==> src/rtl/rx_data_receive.sv <==
// Receive-side SpaceWire character handler: ESC resolution, FIFO writes, time-codes, credit tracking.
// Optional macro RX_TCODE_SEQ_CHECK_EN: tick only when time[5:0] follows the previous one by +1 mod 64.
module rx_data_receive #(
  parameter int unsigned MAX_CREDIT  = 56,
  parameter int unsigned CREDIT_STEP = 8
) (
  input  logic       pclk_rx,
  input  logic       enable_rx,
  input  logic       link_run,
  input  logic       rx_char_valid,
  input  logic       rx_char_ctrl,
  input  logic [7:0] rx_char,
  input  logic       rx_parity_err,
  input  logic       fct_sent,
  input  logic       fct_taken,
  output logic [8:0] rx_data_o,
  output logic       rx_data_wr,
  output logic [7:0] timecode_rx_o,
  output logic       tick_out,
  output logic       got_null,
  output logic       got_fct,
  output logic       got_nchar,
  output logic [5:0] fct_counter_p,
  output logic       err_parity,
  output logic       err_esc,
  output logic       err_credit
);

  localparam logic [6:0] MAX_C  = 7'(MAX_CREDIT);
  localparam logic [6:0] STEP_C = 7'(CREDIT_STEP);

  typedef enum logic [1:0] {S_IDLE, S_ESC, S_ERR} state_e;

  state_e     state_q, state_d;
  logic [5:0] rx_credit_q, rx_credit_d;
  logic [5:0] fct_cnt_q, fct_cnt_d;
  logic [8:0] rx_data_q, rx_data_d;
  logic [7:0] tcode_q, tcode_d;
  logic       rx_wr_q, rx_wr_d;
  logic       tick_q, tick_d;
  logic       null_q, null_d;
  logic       fct_q, fct_d;
  logic       nchar_q, nchar_d;
  logic       err_par_q, err_par_d;
  logic       err_esc_q, err_esc_d;
  logic       err_cred_q, err_cred_d;

  logic       ch_ok, dec, in_idle, in_esc;
  logic       is_fct, is_eop, is_esc;
  logic       par_hit, nchar_req, nchar_ev, nchar_err;
  logic       fct_rx, fct_ovf, null_ev, tcode_ev, esc_err, go_err, tcode_seq_ok;
  logic [6:0] fct_net, rx_sum;

  // Character decode shared by the next-state and output logic
  always_comb begin
    ch_ok     = link_run && rx_char_valid && (state_q != S_ERR);
    par_hit   = ch_ok && rx_parity_err;
    dec       = ch_ok && !rx_parity_err;
    in_idle   = (state_q == S_IDLE);
    in_esc    = (state_q == S_ESC);
    is_fct    = rx_char_ctrl && (rx_char[1:0] == 2'b00);
    is_eop    = rx_char_ctrl && (rx_char[1:0] == 2'b01);
    is_esc    = rx_char_ctrl && (rx_char[1:0] == 2'b11);
    nchar_req = dec && in_idle && !is_fct && !is_esc;
    nchar_ev  = nchar_req && (rx_credit_q != 6'd0);
    nchar_err = nchar_req && (rx_credit_q == 6'd0);
    fct_rx    = dec && in_idle && is_fct;
    fct_net   = {1'b0, fct_cnt_q} + STEP_C - {6'd0, fct_taken};
    fct_ovf   = fct_rx && (fct_net > MAX_C);
    null_ev   = dec && in_esc && is_fct;
    tcode_ev  = dec && in_esc && !rx_char_ctrl;
    esc_err   = dec && in_esc && rx_char_ctrl && !is_fct;
    go_err    = par_hit || esc_err || nchar_err || fct_ovf;
    rx_sum    = {1'b0, rx_credit_q} + (fct_sent ? STEP_C : 7'd0) - {6'd0, nchar_ev};
`ifdef RX_TCODE_SEQ_CHECK_EN
    tcode_seq_ok = (rx_char[5:0] == 6'(tcode_q[5:0] + 6'd1));
`else
    tcode_seq_ok = 1'b1;
`endif
  end

  always_comb begin
    state_d = state_q;
    if (!link_run)                state_d = S_IDLE;
    else if (go_err)              state_d = S_ERR;
    else if (dec && in_idle && is_esc) state_d = S_ESC;
    else if (null_ev || tcode_ev) state_d = S_IDLE;
  end

  always_comb begin
    rx_data_d   = rx_data_q;
    tcode_d     = tcode_q;
    rx_wr_d     = 1'b0;
    tick_d      = 1'b0;
    null_d      = 1'b0;
    fct_d       = 1'b0;
    nchar_d     = 1'b0;
    err_par_d   = err_par_q;
    err_esc_d   = err_esc_q;
    err_cred_d  = err_cred_q;
    rx_credit_d = rx_credit_q;
    fct_cnt_d   = fct_cnt_q;
    if (!link_run) begin
      rx_credit_d = '0;
      fct_cnt_d   = '0;
    end else begin
      rx_wr_d    = nchar_ev;
      nchar_d    = nchar_ev;
      null_d     = null_ev;
      fct_d      = fct_rx;
      tick_d     = tcode_ev && tcode_seq_ok;
      err_par_d  = err_par_q | par_hit;
      err_esc_d  = err_esc_q | esc_err;
      err_cred_d = err_cred_q | nchar_err | fct_ovf;
      if (tcode_ev) tcode_d = rx_char;
      if (nchar_ev) begin
        if (!rx_char_ctrl) rx_data_d = {1'b0, rx_char};
        else if (is_eop)   rx_data_d = 9'h100;
        else               rx_data_d = 9'h101;
      end
      rx_credit_d = (rx_sum > MAX_C) ? MAX_C[5:0] : rx_sum[5:0];
      // A rejected (overflowing) FCT still lets a same-cycle fct_taken decrement
      if (fct_rx && !fct_ovf)                   fct_cnt_d = fct_net[5:0];
      else if (fct_taken && fct_cnt_q != 6'd0) fct_cnt_d = fct_cnt_q - 6'd1;
    end
  end

  always_ff @(posedge pclk_rx or negedge enable_rx) begin
    if (!enable_rx) begin
      state_q     <= S_IDLE;
      rx_credit_q <= '0;
      fct_cnt_q   <= '0;
      rx_data_q   <= '0;
      tcode_q     <= '0;
      rx_wr_q     <= 1'b0;
      tick_q      <= 1'b0;
      null_q      <= 1'b0;
      fct_q       <= 1'b0;
      nchar_q     <= 1'b0;
      err_par_q   <= 1'b0;
      err_esc_q   <= 1'b0;
      err_cred_q  <= 1'b0;
    end else begin
      state_q     <= state_d;
      rx_credit_q <= rx_credit_d;
      fct_cnt_q   <= fct_cnt_d;
      rx_data_q   <= rx_data_d;
      tcode_q     <= tcode_d;
      rx_wr_q     <= rx_wr_d;
      tick_q      <= tick_d;
      null_q      <= null_d;
      fct_q       <= fct_d;
      nchar_q     <= nchar_d;
      err_par_q   <= err_par_d;
      err_esc_q   <= err_esc_d;
      err_cred_q  <= err_cred_d;
    end
  end

  assign rx_data_o     = rx_data_q;
  assign rx_data_wr    = rx_wr_q;
  assign timecode_rx_o = tcode_q;
  assign tick_out      = tick_q;
  assign got_null      = null_q;
  assign got_fct       = fct_q;
  assign got_nchar     = nchar_q;
  assign fct_counter_p = fct_cnt_q;
  assign err_parity    = err_par_q;
  assign err_esc       = err_esc_q;
  assign err_credit    = err_cred_q;

endmodule

==> config.mk <==
export PLATFORM = sky130hd
export DESIGN_NAME = rx_data_receive
export DESIGN_NICKNAME = d
export VERILOG_FILES = /design/src/rtl/rx_data_receive.sv
export SDC_FILE = /design/constraint.sdc
export NUM_CORES = 1
export LEC_CHECK = 0
export CAP_MARGIN = 20
export CORE_AREA = 8 8 108 110
export DETAILED_ROUTE_END_ITERATION = 7
export DIE_AREA = 0 0 116 118
export GPL_ROUTABILITY_DRIVEN = 0
export GPL_TIMING_DRIVEN = 0
export SYNTH_ARGS = -nofsm -noshare
export SYNTH_HDL_FRONTEND = slang
export SYNTH_SLANG_ARGS = --single-unit
==> constraint.sdc <==
create_clock -name pclk_rx -period 2.9 [get_ports pclk_rx]
set_input_delay 0.29 -clock pclk_rx [delete_from_list [all_inputs] [get_ports pclk_rx]]
set_output_delay 0.29 -clock pclk_rx [all_outputs]
set_load 0.03 [all_outputs]
### Word-level counts from Yosys, hierarchy flattened

Cells that the tools add are included.

* flip-flop bits (word level): 38
* latch bits: 0
* RAM bits: 0
* bits in read-only memories: 0
* bits of input ports: 16
* output and inout port bits: 31
* logic and storage cells: 83
* memories kept: 0

* add/subtract/negate cells: 5
* multiply operators: 0
* div/mod/pow operators: 0
* magnitude comparators: 2
* equal/unequal tests: 6
* shifts and indexed selects: 0
* muxes and demuxes: 16
* bitwise logic cells: 4
* reductions and logical operators: 38

Operators with widths (number)
* two-way mux 6 bit: 5
* logical AND 1 bit: 22
* > comparator 7 x 6 -> 1 bit, second input constant: 2
* subtractor 7 x 1 -> 7 bit: 2
* nonzero test 6 bit: 2
* two-way mux 9 bit: 1
* two-way mux 2 bit: 4
* adder 6 x 4 -> 7 bit: 1
* adder 6 x 4 -> 7 bit, second input constant: 1
* logical NOT 6 bit: 1
* subtractor 6 x 1 -> 6 bit, second input constant: 1
* logical NOT 1 bit: 5
* two-way mux 1 bit: 5
* equality test 2 x 1 -> 1 bit, second input constant: 2
* logical NOT 2 bit: 2
* logical OR 1 bit: 4
* two-way mux 4 bit: 1
* != test 4 x 1 -> 1 bit, second input constant: 1
* OR 1 bit: 4
* AND reduction 2 bit: 2
* != test 3 x 1 -> 1 bit, second input constant: 1
* equality test 2 bit, second input constant: 1
* != test 2 bit, second input constant: 1

### Depth between registers and ports, before layout

* depth after elaboration: 11
* mapped depth: 17
* gate-level depth less buffers: 15

### Least setup slack after synthesis

Ideal clock, no wire load.

* path kind: input-to-reg
* start point: input rx_char[0]
* end point: register rx_credit_q[1]
* library setup time: 0.119 ns
* arrival: 2.793 ns
* data required time: 2.781 ns
* slack: -0.012 ns
* stages on the path: 17
* cells stage by stage: or2_1 > clkbuf_1 > nand2_1 > a211oi_1 > nand2_1 > clkbuf_1 > inv_1 > ha_1 > inv_1 > ha_1 > fa_1 > a21oi_1 > nor2_1 > nor2_1 > xnor2_1 > o311a_1 > and2_1

* word-level cells in the longest chain between the ends: 10
* elaborated cells on any way between the ends: 13

Ends and longest elaborated chain
* start: declaration: line 12 `input logic [7:0] rx_char,`
* logical NOT 2 bit: line 61 `is_fct = rx_char_ctrl && (rx_char[1:0] == 2'b00);`
* logical AND 1 bit: line 61
* logical NOT 1 bit: line 64 `nchar_req = dec && in_idle && !is_fct && !is_esc;`
* logical AND 1 bit: line 64
* logical AND 1 bit (*): line 64
* logical AND 1 bit (*): line 65 `nchar_ev = nchar_req && (rx_credit_q != 6'd0);`
* subtractor 7 x 1 -> 7 bit (*): line 74 `rx_sum = {1'b0, rx_credit_q} + (fct_sent ? STEP_C : 7'd0) - {6'd0, nchar_ev};`
* > comparator 7 x 6 -> 1 bit: line 121 `rx_credit_d = (rx_sum > MAX_C) ? MAX_C[5:0] : rx_sum[5:0];`
* two-way mux 6 bit (*): line 121
* two-way mux 6 bit (*): line 103 `if (!link_run) begin`
* net rx_credit_d[1]: line 35 `logic [5:0] rx_credit_q, rx_credit_d;`
* end signal: assignment: line 145 `rx_credit_q <= rx_credit_d;`
* end: declaration: line 35

Mark *: on every way through the listed nets, which the timed path passes. The rest lies on a longest branch.
A chain may end at the register's enable or synchronous reset.

### Worst setup path in the final report

* start point: register state_q[1]
* end point: register rx_credit_q[1]

* word-level cells in the longest chain between the ends: 11
* elaborated cells on any way between the ends: 12

Ends and longest elaborated chain
* start: declaration: line 34 `state_e state_q, state_d;`
* start signal: assignment: line 144 `state_q <= state_d;`
* != test 2 bit: line 56 `ch_ok = link_run && rx_char_valid && (state_q != S_ERR);`
* logical AND 1 bit: line 56
* logical AND 1 bit: line 58 `dec = ch_ok && !rx_parity_err;`
* logical AND 1 bit (*) (3 in series): line 64
* logical AND 1 bit (*): line 65
* subtractor 7 x 1 -> 7 bit (*): line 74
* > comparator 7 x 6 -> 1 bit: line 121
* two-way mux 6 bit (*): line 121
* two-way mux 6 bit (*): line 103
* net rx_credit_d[1]: line 35

Marks and branches as above.

==> impl_table.tex <==
\begin{tabular}{lr}
\hline
Metric & Value \\
\hline
\multicolumn{2}{l}{\textbf{Synthesis}} \\
Number of distinct library cells after synthesis & 46 \\
Commonest register cell after synthesis & dfrtp\_1 \\
Number of enable flip-flop cells after synthesis & 0 \\
Cell area after synthesis & 2332 sq um \\
Fraction of the yosys area taken by sequential cells & 0.4077 \\
Synthesized area per cell & 9.182 sq um \\
Register bit total from synthesis & 38 \\
Synth Warn \# & 0 \\
Cells after Synth & $\sim$250 \\
Synthesized netlist net count & 291 \\
Synth async-reset ratio & 1.000 \\
\multicolumn{2}{l}{\textbf{Clocking}} \\
Worst skew pair latency & 290 ps \\
CTS H-tree depth & 2 \\
Largest buffer count on any clock path & 2 \\
Clk slew on worst S/H paths & approximately 80 ps \\
CTS tree & built \\
Number of clock sinks & 38 \\
Clock tree root driver cell & clkbuf\_8 \\
Cts bufs inserted & 5 \\
\multicolumn{2}{l}{\textbf{Power and ir drop}} \\
Clock Power Share & 0.136 \\
Fraction of power consumed by sequential logic & 0.275 \\
Net switching power & 0.001220 W \\
Maximum vdd drop & 376.7 uV \\
Internal power summed over all cells & 0.001540 W \\
Areal power density over the cells & 874.8 nW/um\^{}2 \\
Overall power after layout & between 0.002 and 0.003 W \\
Comb power frac & 0.589 \\
Sw Share & 0.4419 \\
LEAKAGE & 1.382 nW \\
\multicolumn{2}{l}{\textbf{Finish}} \\
Number of nets at the end of the flow & between 300 and 400 \\
Syn-to-layout area delta & 35.30\% \\
Number of antenna diodes & 0 \\
Most common cell after layout, fill and taps aside & nand2\_1 \\
Fraction of layout instances using a drive strength above 1 & 0.1365 \\
Design area & 3156 sq um \\
Top library cells by usage in the layout, fill and taps aside & 57 x nand2\_1, 40 x clkdlybuf4s50\_1, 38 x dfrtp\_1 \\
Final cell utilization of the core & 0.3156 \\
\multicolumn{2}{l}{\textbf{Detailed routing}} \\
Count of vias placed by the detailed router & $\sim$1,900 \\
Avg Vias per Cell & approximately 4.2 \\
Pre-Repair DR Iteration Count & 4 \\
Final routed wirelength across all metal layers & 5.555 mm \\
Routed wire per std cell & roughly 12 um \\
Number of nets with antenna violations after routing & 0 \\
Drt drc & 0 \\
Iter 0 DRT Violations & 68 \\
\multicolumn{2}{l}{\textbf{Timing}} \\
Highest Clock Rate & 0.3526 GHz \\
Final hold violation count & 0 \\
Slew at the pin closest to its max-slew limit & 565.6 ps \\
Worst max-slew margin expressed relative to the limit & 0.6229 \\
Worst clock skew on the final layout & $\sim$6.4 ps \\
Fin worst setup slack & about 64 ps \\
Final count of negative-setup-slack endpoints & 0 \\
Total negative slack & 0 ps \\
Clock period minus worst slack & about 2800 ps \\
RSZ-0062 raised after global routing & yes \\
Period utilisation layout & 0.9778 \\
Slew Limit Fails & 0 \\
\multicolumn{2}{l}{\textbf{Setup path}} \\
Critical setup path kind & reg2reg \\
Reg2reg setup slack & roughly 64 ps \\
Element type at the critical path end & flop \\
Number of logic stages on the critical path including buffering & 14 \\
Slowest-stage cell, CP & dfrtp\_1 \\
Critical path required time & 3090 ps \\
Cell seen most often among critical-path stages & nor2\_1 \\
Critical path fanouts, max & 3 \\
Capture instance of the worst register-to-register path & rx\_credit\_q[1]\$\_DFF\_PN0\_ \\
Cell family with the largest share of critical-path delay & compound AO/OA/AOI/OAI gates \\
Endpoint of the most critical setup path & rx\_credit\_q[1]\$\_DFF\_PN0\_ \\
Reg2reg path depth & 14 \\
Arrival time of the worst setup path & about 3000 ps \\
First element of the critical path & state\_q[1]\$\_DFFE\_PN0P\_ \\
Buf+Inv Stages, Crit Path & 2 \\
CP cell instances & nand4bb\_4 > a211oi\_2 > nand2\_1 > inv\_1 > ha\_2 > inv\_2 > ha\_4 > fa\_2 > a21oi\_2 > nor2\_1 > nor2\_1 > xnor2\_1 > o311a\_1 > and2\_1 \\
Reg-to-reg startpoint & state\_q[1]\$\_DFFE\_PN0P\_ \\
Maximum single-stage delay on the critical path & 390 ps \\
Category of the worst setup path launch point & flop \\
\multicolumn{2}{l}{\textbf{Place}} \\
Placement-stage worst setup slack & -877.8 ps \\
Half-perimeter wire length of the detailed placement result & around 4.3 mm \\
Post-detailed-placement cell area & $\sim$3000 sq um \\
Number of input and output port buffers inserted & between 40 and 50 \\
\multicolumn{2}{l}{\textbf{Die}} \\
Y dimension of the die & between 100 and 150 um \\
Number of cell rows & 37 \\
Initial standard-cell utilization of the core & 0.2332 \\
Die X-Extent & 116 um \\
Placeable core region & roughly 10000 sq um \\
Ports & 47 \\
Full die area & approximately 14,000 sq um \\
\multicolumn{2}{l}{\textbf{Global routing}} \\
Total track usage & 0.08689 \\
First-pass GRT wire length & between 9 and 10 mm \\
Pin count of the biggest net entering global routing & 31 \\
GR Overflow Total & 0 \\
Via count of the first global-routing pass & 2,057 \\
Antenna violations before repair & 0 \\
\multicolumn{2}{l}{\textbf{Flow run}} \\
Reported max-cap violation count & 0 \\
\multicolumn{2}{l}{\textbf{Status}} \\
Status & finished, final reports clean \\
\multicolumn{2}{l}{\textbf{Worst hold path}} \\
Worst hold path stage count & 3 \\
Type of the worst min-delay path & in2reg \\
\hline
\end{tabular}
-- synth_stat cells (2+ instances only) --
library cell | number | area [sq um]
a21oi_1 | 7 | 35.03
or2_2 | 3 | 18.77
a21oi_4 | 2 | 32.53
mux2i_1 | 3 | 30.03
o21ai_0 | 18 | 90.09
xnor2_1 | 8 | 70.07
nand2_1 | 57 | 214.0
or3_1 | 2 | 12.51
nand3b_1 | 2 | 15.01
nand4_1 | 2 | 12.51
a21boi_0 | 4 | 30.03
nor2_1 | 9 | 33.78
nor3_1 | 4 | 20.02
a21o_1 | 2 | 15.01
nor2b_1 | 7 | 43.79
ha_1 | 19 | 237.7
dfrtp_1 | 38 | 950.9
fa_1 | 2 | 40.04
nand2b_1 | 2 | 12.51
and2_1 | 3 | 18.77
clkbuf_1 | 6 | 22.52
o211a_1 | 3 | 30.03
nand3_1 | 6 | 30.03
inv_1 | 23 | 86.33
-- power by group through the flow --
stage                     sequential, W  combinational [W]  clock [W]
after floorplan                0.000949           0.000919          0
after global placement         0.000770            0.00153          0
after detailed placement       0.000774            0.00156          0
after CTS                      0.000764            0.00159   0.000395
after global routing           0.000783            0.00182   0.000418
final                          0.000760            0.00162   0.000376
-- worst min-delay path: cells and delay by family --
kind / cells / cell delay, ps
AND/OR/NAND/NOR: 2 / 110
buffers and inverters: 1 / 120
-- cell type report --
| type | instances | area, sq um |
|---|---|---|
| fill | 1098 | 6844 |
| timing repair buffer | 54 | 521.8 |
| buffer | 7 | 35.03 |
| clock inverter | 3 | 21.27 |
| sequential | 38 | 950.9 |
| clock buffer | 5 | 68.82 |
| inverter | 24 | 90.09 |
| tap | 136 | 170.2 |
| multi-input combinational | 184 | 1297 |
-- per-layer routing --
metal / part of all wire / up-vias / GRT usage
met3: 0.074 / 9 / 0.03284
met4: 0.012 / 0 / 0.02352
met2: 0.45 / 44 / 0.1388
met5: 0 / - / 0
li1: - / 962 / -
met1: 0.46 / 862 / 0.1059
-- stage by stage --
step                hold slack, ps  std cells
floorplan                   -5.591        254
global placement             457.0        435
detailed placement           177.3        436
CTS                          338.6        448
global route                 259.1        451
finish                       254.9        451
-- cells by family after synthesis --
family | after synthesis | synth area share
xor+xnor | 9 | 0.04185
fa+ha+maj | 21 | 0.1191
compound gates | 46 | 0.1379
mux | 3 | 0.01288
simple gates | 105 | 0.2269
buf+inv | 32 | 0.05364
flops | 38 | 0.4077
-- state kept, by name (all words and copies together), names as in the netlist --
signal	count
err_credit	1
state_q	2
timecode_rx_o	8
fct_counter_p	6
got_fct	1
tick_out	1
err_parity	1
err_esc	1
got_null	1
rx_data_o	9
rx_credit_q	6
got_nchar	1
-- worst min path at each step --
stage / start / slack (ps) / endpoint
2_1_floorplan: enable_rx / -6 / err_credit$_DFFE_PN0P_
3_3_place_gp: err_parity$_DFFE_PN0P_ / 460 / err_parity$_DFFE_PN0P_
3_5_place_dp: enable_rx / 180 / err_esc$_DFFE_PN0P_
4_1_cts: rx_char[0] / 340 / timecode_rx_o[0]$_DFFE_PN0P_
5_1_grt: rx_char[1] / 260 / timecode_rx_o[1]$_DFFE_PN0P_
6_report: rx_char[1] / 250 / timecode_rx_o[1]$_DFFE_PN0P_
-- repair_timing --
item | CTS | global route
pin swaps | 3 | 12
resized for setup | 14 | 11
endpoints found under the hold margin | 8 | 0
gates cloned | 0 | 0
setup endpoints to repair | 6 | 6
hold buffers | 1 | 0
setup buffers | 3 | 4
No activity file was read; power rests on OpenSTA's default activity.
